--- src/rtl/ff_pkg.sv ---
// Shared definitions for the field-arithmetic blocks.
//   P25519            : Curve25519 prime, 2^255 - 19
//   ff_op_e           : add / sub selector
//   ff_addsub_state_e : limb-serial add/sub sequencer states
//   ceil_div          : integer ceiling division, used to size limb counts
package ff_pkg;

  localparam logic [254:0] P25519 = 255'((256'd1 << 255) - 256'd19);

  typedef enum logic {
    FF_ADD = 1'b0,
    FF_SUB = 1'b1
  } ff_op_e;

  typedef enum logic [1:0] {
    IDLE,
    SUM,
    SEL,
    DONE
  } ff_addsub_state_e;

  function automatic int unsigned ceil_div(input int unsigned n, input int unsigned d);
    return (n + d - 1) / d;
  endfunction

endpackage

--- src/rtl/ff_limb_addsub.sv ---
// One limb of the two parallel carry chains used by ff_addsub_serial.
//   i_a_k, i_b_k, i_p_k : operand and modulus limbs
//   i_op                : FF_ADD or FF_SUB
//   i_c1, i_c2          : incoming carry/borrow of chain 1 / chain 2
//   o_s_k, o_c1         : chain 1, a +/- b
//   o_t_k, o_c2         : chain 2, s - P (add) or s + P (sub)
// Purely combinational.
module ff_limb_addsub
  import ff_pkg::*;
#(
  parameter int unsigned LIMB_W = 64
) (
  input  logic [LIMB_W-1:0] i_a_k,
  input  logic [LIMB_W-1:0] i_b_k,
  input  logic [LIMB_W-1:0] i_p_k,
  input  ff_op_e            i_op,
  input  logic              i_c1,
  input  logic              i_c2,
  output logic [LIMB_W-1:0] o_s_k,
  output logic [LIMB_W-1:0] o_t_k,
  output logic              o_c1,
  output logic              o_c2
);

  // One extra bit on top holds the carry (add) or the borrow (sub, sign of the difference).
  logic [LIMB_W:0] w_ch1;
  logic [LIMB_W:0] w_ch2;

  always_comb begin
    w_ch1 = '0;
    w_ch2 = '0;
    if (i_op == FF_ADD) begin
      w_ch1 = {1'b0, i_a_k} + {1'b0, i_b_k} + {{LIMB_W{1'b0}}, i_c1};
      w_ch2 = {1'b0, w_ch1[LIMB_W-1:0]} - {1'b0, i_p_k} - {{LIMB_W{1'b0}}, i_c2};
    end else begin
      w_ch1 = {1'b0, i_a_k} - {1'b0, i_b_k} - {{LIMB_W{1'b0}}, i_c1};
      w_ch2 = {1'b0, w_ch1[LIMB_W-1:0]} + {1'b0, i_p_k} + {{LIMB_W{1'b0}}, i_c2};
    end
  end

  assign o_s_k = w_ch1[LIMB_W-1:0];
  assign o_c1  = w_ch1[LIMB_W];
  assign o_t_k = w_ch2[LIMB_W-1:0];
  assign o_c2  = w_ch2[LIMB_W];

endmodule

--- src/rtl/ff_addsub_serial.sv ---
// Limb-serial modular adder/subtractor over GF(P).
//   i_clk, i_rst_n            : clock, asynchronous active-low reset
//   i_in_valid / o_in_ready   : request handshake (i_op, i_a, i_b, i_tag)
//   o_out_valid / i_out_ready : result handshake (o_result, o_out_tag)
//   o_busy                    : high whenever the sequencer is not idle
// Operands are processed LSB limb first, one LIMB_W-bit limb per cycle. Both a +/- b and
// the P-corrected value are built in parallel; one cycle of selection picks the canonical one.
module ff_addsub_serial
  import ff_pkg::*;
#(
  parameter int unsigned      WIDTH  = 255,
  parameter logic [WIDTH-1:0] P      = WIDTH'(P25519),
  parameter int unsigned      LIMB_W = 64,
  parameter int unsigned      TAG_W  = 4
) (
  input  logic             i_clk,
  input  logic             i_rst_n,
  input  logic             i_in_valid,
  output logic             o_in_ready,
  input  logic             i_op,
  input  logic [WIDTH-1:0] i_a,
  input  logic [WIDTH-1:0] i_b,
  input  logic [TAG_W-1:0] i_tag,
  output logic             o_out_valid,
  input  logic             i_out_ready,
  output logic [WIDTH-1:0] o_result,
  output logic [TAG_W-1:0] o_out_tag,
  output logic             o_busy
);

  localparam int unsigned NUM_LIMBS = ceil_div(WIDTH, LIMB_W);
  localparam int unsigned EXT_W     = NUM_LIMBS * LIMB_W;
  localparam int unsigned CNT_W     = (NUM_LIMBS > 1) ? $clog2(NUM_LIMBS) : 1;
  localparam logic [EXT_W-1:0]  P_EXT    = EXT_W'(P);
  localparam logic [CNT_W-1:0]  CNT_LAST = CNT_W'(NUM_LIMBS - 1);

  ff_addsub_state_e r_state;
  ff_op_e           r_op;
  logic [EXT_W-1:0] r_a, r_b, r_s, r_t;
  logic [CNT_W-1:0] r_cnt;
  logic             r_c1, r_c2;
  logic [TAG_W-1:0] r_tag;
  logic             r_out_valid;
  logic [WIDTH-1:0] r_result;
  logic [TAG_W-1:0] r_out_tag;

  logic [LIMB_W-1:0] w_p_k, w_s_k, w_t_k;
  logic              w_c1, w_c2;
  logic              w_accept;
  logic              w_sel_t;

  assign w_p_k = P_EXT[r_cnt * LIMB_W +: LIMB_W];

  ff_limb_addsub #(
    .LIMB_W (LIMB_W)
  ) u_limb (
    .i_a_k (r_a[LIMB_W-1:0]),
    .i_b_k (r_b[LIMB_W-1:0]),
    .i_p_k (w_p_k),
    .i_op  (r_op),
    .i_c1  (r_c1),
    .i_c2  (r_c2),
    .o_s_k (w_s_k),
    .o_t_k (w_t_k),
    .o_c1  (w_c1),
    .o_c2  (w_c2)
  );

  // i_out_ready reaches outputs only through o_in_ready while DONE.
  always_comb begin
    o_in_ready = 1'b0;
    unique case (r_state)
      IDLE:    o_in_ready = 1'b1;
      DONE:    o_in_ready = i_out_ready;
      default: o_in_ready = 1'b0;
    endcase
  end

  assign w_accept = i_in_valid & o_in_ready;

  // Add: a carry out of the padded width or no borrow from s - P means s >= P.
  // Sub: a borrow from a - b means the result must be wrapped by +P.
  assign w_sel_t = (r_op == FF_ADD) ? (r_c1 | ~r_c2) : r_c1;

  always_ff @(posedge i_clk or negedge i_rst_n) begin
    if (!i_rst_n) begin
      r_state     <= IDLE;
      r_op        <= FF_ADD;
      r_a         <= '0;
      r_b         <= '0;
      r_s         <= '0;
      r_t         <= '0;
      r_cnt       <= '0;
      r_c1        <= 1'b0;
      r_c2        <= 1'b0;
      r_tag       <= '0;
      r_out_valid <= 1'b0;
      r_result    <= '0;
      r_out_tag   <= '0;
    end else begin
      unique case (r_state)
        IDLE: ;
        SUM: begin
          r_a   <= r_a >> LIMB_W;
          r_b   <= r_b >> LIMB_W;
          // New limbs enter at the top so limb 0 ends at the bottom after NUM_LIMBS shifts.
          r_s   <= (r_s >> LIMB_W) | (EXT_W'(w_s_k) << (EXT_W - LIMB_W));
          r_t   <= (r_t >> LIMB_W) | (EXT_W'(w_t_k) << (EXT_W - LIMB_W));
          r_c1  <= w_c1;
          r_c2  <= w_c2;
          r_cnt <= r_cnt + CNT_W'(1);
          if (r_cnt == CNT_LAST) begin
            r_state <= SEL;
          end
        end
        SEL: begin
          r_result    <= w_sel_t ? r_t[WIDTH-1:0] : r_s[WIDTH-1:0];
          r_out_tag   <= r_tag;
          r_out_valid <= 1'b1;
          r_state     <= DONE;
        end
        DONE: begin
          if (i_out_ready) begin
            r_out_valid <= 1'b0;
            r_state     <= IDLE;
          end
        end
        default: r_state <= IDLE;
      endcase

      // Accept overrides the state update above (covers the DONE -> SUM back-to-back path).
      if (w_accept) begin
        r_op    <= ff_op_e'(i_op);
        r_a     <= EXT_W'(i_a);
        r_b     <= EXT_W'(i_b);
        r_tag   <= i_tag;
        r_cnt   <= '0;
        r_c1    <= 1'b0;
        r_c2    <= 1'b0;
        r_state <= SUM;
      end
    end
  end

  if (EXT_W > WIDTH) begin : g_pad
    // Padding bits above WIDTH are always dropped from the result.
    logic w_pad_unused;
    assign w_pad_unused = ^{r_s[EXT_W-1:WIDTH], r_t[EXT_W-1:WIDTH]};
  end

  assign o_out_valid = r_out_valid;
  assign o_result    = r_result;
  assign o_out_tag   = r_out_tag;
  assign o_busy      = (r_state != IDLE);

endmodule

--- config.mk ---
export PLATFORM = sky130hd
export DESIGN_NAME = ff_addsub_serial
export DESIGN_NICKNAME = d
export VERILOG_FILES = /design/src/rtl/ff_pkg.sv /design/src/rtl/ff_limb_addsub.sv /design/src/rtl/ff_addsub_serial.sv
export SDC_FILE = /design/constraint.sdc
export NUM_CORES = 2
export LEC_CHECK = 0
export BUFFER_PORTS_ARGS = -buffer_cell sky130_fd_sc_hd__buf_4
export CORE_MARGIN = 5
export CORE_UTILIZATION = 55
export CTS_CLUSTER_SIZE = 24
export DETAILED_ROUTE_END_ITERATION = 12
export HOLD_SLACK_MARGIN = 0.03
export PLACE_DENSITY = 0.88
export SLEW_MARGIN = 20
export SYNTH_ARGS = -nofsm -noshare
export SYNTH_HDL_FRONTEND = slang
export SYNTH_SLANG_ARGS = --single-unit
--- constraint.sdc ---
create_clock -name i_clk -period 12.3 [get_ports i_clk]
set_clock_uncertainty 0.1 [all_clocks]
set_input_delay 2.46 -clock i_clk [delete_from_list [all_inputs] [get_ports i_clk]]
set_output_delay 2.46 -clock i_clk [all_outputs]
set_load 0.005 [all_outputs]
==> flow_summary.toml <==
[sta]
worst_pin_slew_ps = 1220
max_freq_ghz = 0.117
rsz0062_at_grt = "false"
fin_crit_ps = 8540
setup_viol_count_final = 0
finalCritPeriodShare_pct = 69.4
tns_ps = 0
hold_viol_final = 0
maxSlewHeadroom_pct = 18.7
maxSlewViolCount = 0

[cts]
cts_root_buf = "clkbuf_16"
cts.clk_slew.worst_paths_ps = 70
h-tree-depth = 4
cts_made_buffers = 137
cts_setup_buffers = 0
worst_skew_pair.late_latency_ps = 800
cts_tree = "yes"
cts_sinks = 1293
cts_resized = 0
clockBufferDepth = 3
hold_buffers = 0

[synthesis]
synth_most_common_cell = "dfrtp_1"
synthesis.nets = 7810
synth_top_cell_by_area = "dfrtp_1"
synth_common_cells = "dfrtp_1 (1,293), nand2_1 (831), mux2i_1 (672)"
ys_ff_latch = 1293
avgSynthCellArea_um2 = 9.81
synthTopCellsByArea = "dfrtp_1 (47%), mux2i_1 (9.8%), mux2_2 (6.5%)"
synth_top_area_share_pct = 47.0
synth_cells = 7020
synth.yosys.seq_area_share_pct = 47.0
yosysWarningCount = 0
synth-edff-count = 0
synth_ff_type = "dfrtp_1"
async_flop_share_pct = 100
synthesis.area_um2 = 68800
synth_cell_type_count = 105

[drt]
vias_per_cell = 6.07
first_pass_iters = 8
wl_per_cell_um = 23.4
antenna_left = 0
route.detailed.drc = 0
drt_iter0_drc = 6571
vias = 56700
wirelength_mm = 218

[place]
dp_hpwl_mm = 159
io_buffers = 780
gp_congestion = 0.982

[die]
fp.dieH_um = 364
io_pins = 781
start_util_pct = 55.5
coreArea_um2 = 124000
die_area_um2 = 132000
die_w_um = 364
rows = 129

[cells_and_area]
areaGrowthSynthToFinish_pct = 17.1
final_core_util_pct = 65.0
nets = 8365
drive_above_1_share_pct = 19.5

[global_route]
grt_pass1_wl_mm = 332
grt_pass1_vias = 55500
grt_busiest_layer = "met2"
use_met1_pct = 45.4
grt_max_degree = 235
antenna_found_initial = 30
grt_use_total_pct = 32.2
use_met3_pct = 5.85
use_met2_pct = 49.7
grt_overflow = 0

[critical_path]
arrival_ps = 9130
startpoint_type = "flip-flop"
cp_num_buf_inv = 3
cp_top_family = "compound AO/OA/AOI/OAI gates"
cp_data_required_time_ps = 12900
endpoint_kind = "flip-flop"
crit_slowest_cell = "nor4b_1"
worst-path-max-fanout = 4
crit_path_max_incr_delay_ps = 900
critPathKind = "flip-flop to flip-flop"

[outcome]
status = "complete, no violations"

[flow_run]
cap_violations = 0

[min_path]
hp-class = "flip-flop to flip-flop"
## layer usage
metal	wire length [um]	share of wire, %
met2	99200	45
met5	50	0.023
met1	92900	43
met3	17300	7.9
met4	8680	4.0
## per-stage QoR
step / hold WS (ps) / setup slack, ps / std cells / instance area (um^2)
global route: 414 / 3290 / 9334 / 80600
CTS: 386 / 4020 / 9314 / 80500
global placement: 352 / 4160 / 9072 / 75700
detailed placement: 369 / 3980 / 9072 / 75700
floorplan: 340 / 5810 / 7020 / 68800
finish: 389 / 3760 / 9339 / 80600
## flip-flops by register name, indices dropped and copies added (netlist names), 4 cells and up
signal / count
o_out_tag: 4
r_t: 256
r_s: 256
r_b: 255
r_a: 255
o_result: 255
r_tag: 4
## worst min-delay path, delay by kind of cell, from the launching register on
kind / cells / cell delay (ps)
AND/OR/NAND/NOR: 2 / 120
flip-flops: 1 / 340
## worst paths after layout
kind	from	depth (start not counted)	endpoint	slack, ps
worst max-delay path	r_a[0]	27	r_t[253]	3760
worst min-delay path	r_tag[2]	2	r_tag[2]	390
worst max register to register	r_a[0]	27	r_t[253]	3760
worst min register to register	r_tag[2]	2	r_tag[2]	390
max in group asynchronous	i_rst_n	3	r_b[241]	8000
min in group asynchronous	i_rst_n	1	o_result[16]	1590
## layout by cell type, fill, tap and decap left out, types with 32 or more instances in the layout
| cell type | instances |
|---|---|
| clkbuf_16 | 138 |
| a21o_1 | 67 |
| mux2_2 | 396 |
| o21ai_0 | 666 |
| nor3_1 | 75 |
| nand2_1 | 831 |
| buf_4 | 803 |
| nand3_1 | 52 |
| nand4_1 | 36 |
| o31ai_1 | 33 |
| o21bai_1 | 42 |
| xor2_1 | 63 |
| inv_1 | 323 |
| nor2_1 | 565 |
| xnor2_1 | 143 |
| a21oi_1 | 613 |
| dfrtp_1 | 1292 |
| ha_1 | 263 |
| mux2i_1 | 672 |
| nor2b_1 | 32 |
## cell type report
class | instances | area, um^2
Multi-Input combinational cell | 4997 | 33800
Antenna cell | 24 | 60.1
Sequential cell | 1293 | 32400
Timing Repair Buffer | 821 | 6380
Clock buffer | 189 | 3910
Tap cell | 1637 | 2050
Clock inverter | 53 | 895
Inverter | 325 | 1220
Fill cell | 9272 | 43500
## logic make-up (layout without fill, tap and decap cells)
| group | after synthesis | count (layout) | share of synthesized area, % |
|---|---|---|---|
| muxes | 1068 | 1068 | 16.2 |
| xor gates and xnor gates | 206 | 206 | 2.62 |
| DFF | 1293 | 1293 | 47.0 |
| adders and majority gates | 271 | 271 | 4.99 |
| buffers and inverters | 730 | 1388 | 4.01 |
| other | 0 | 24 | 0 |
| and+or+nand+nor | 1769 | 1769 | 11.1 |
| AOI/OAI and AO/OA | 1683 | 1683 | 14.0 |
Power is not shown: default switching activity piles up to over one toggle a cycle in this logic, so the estimate is an artifact.
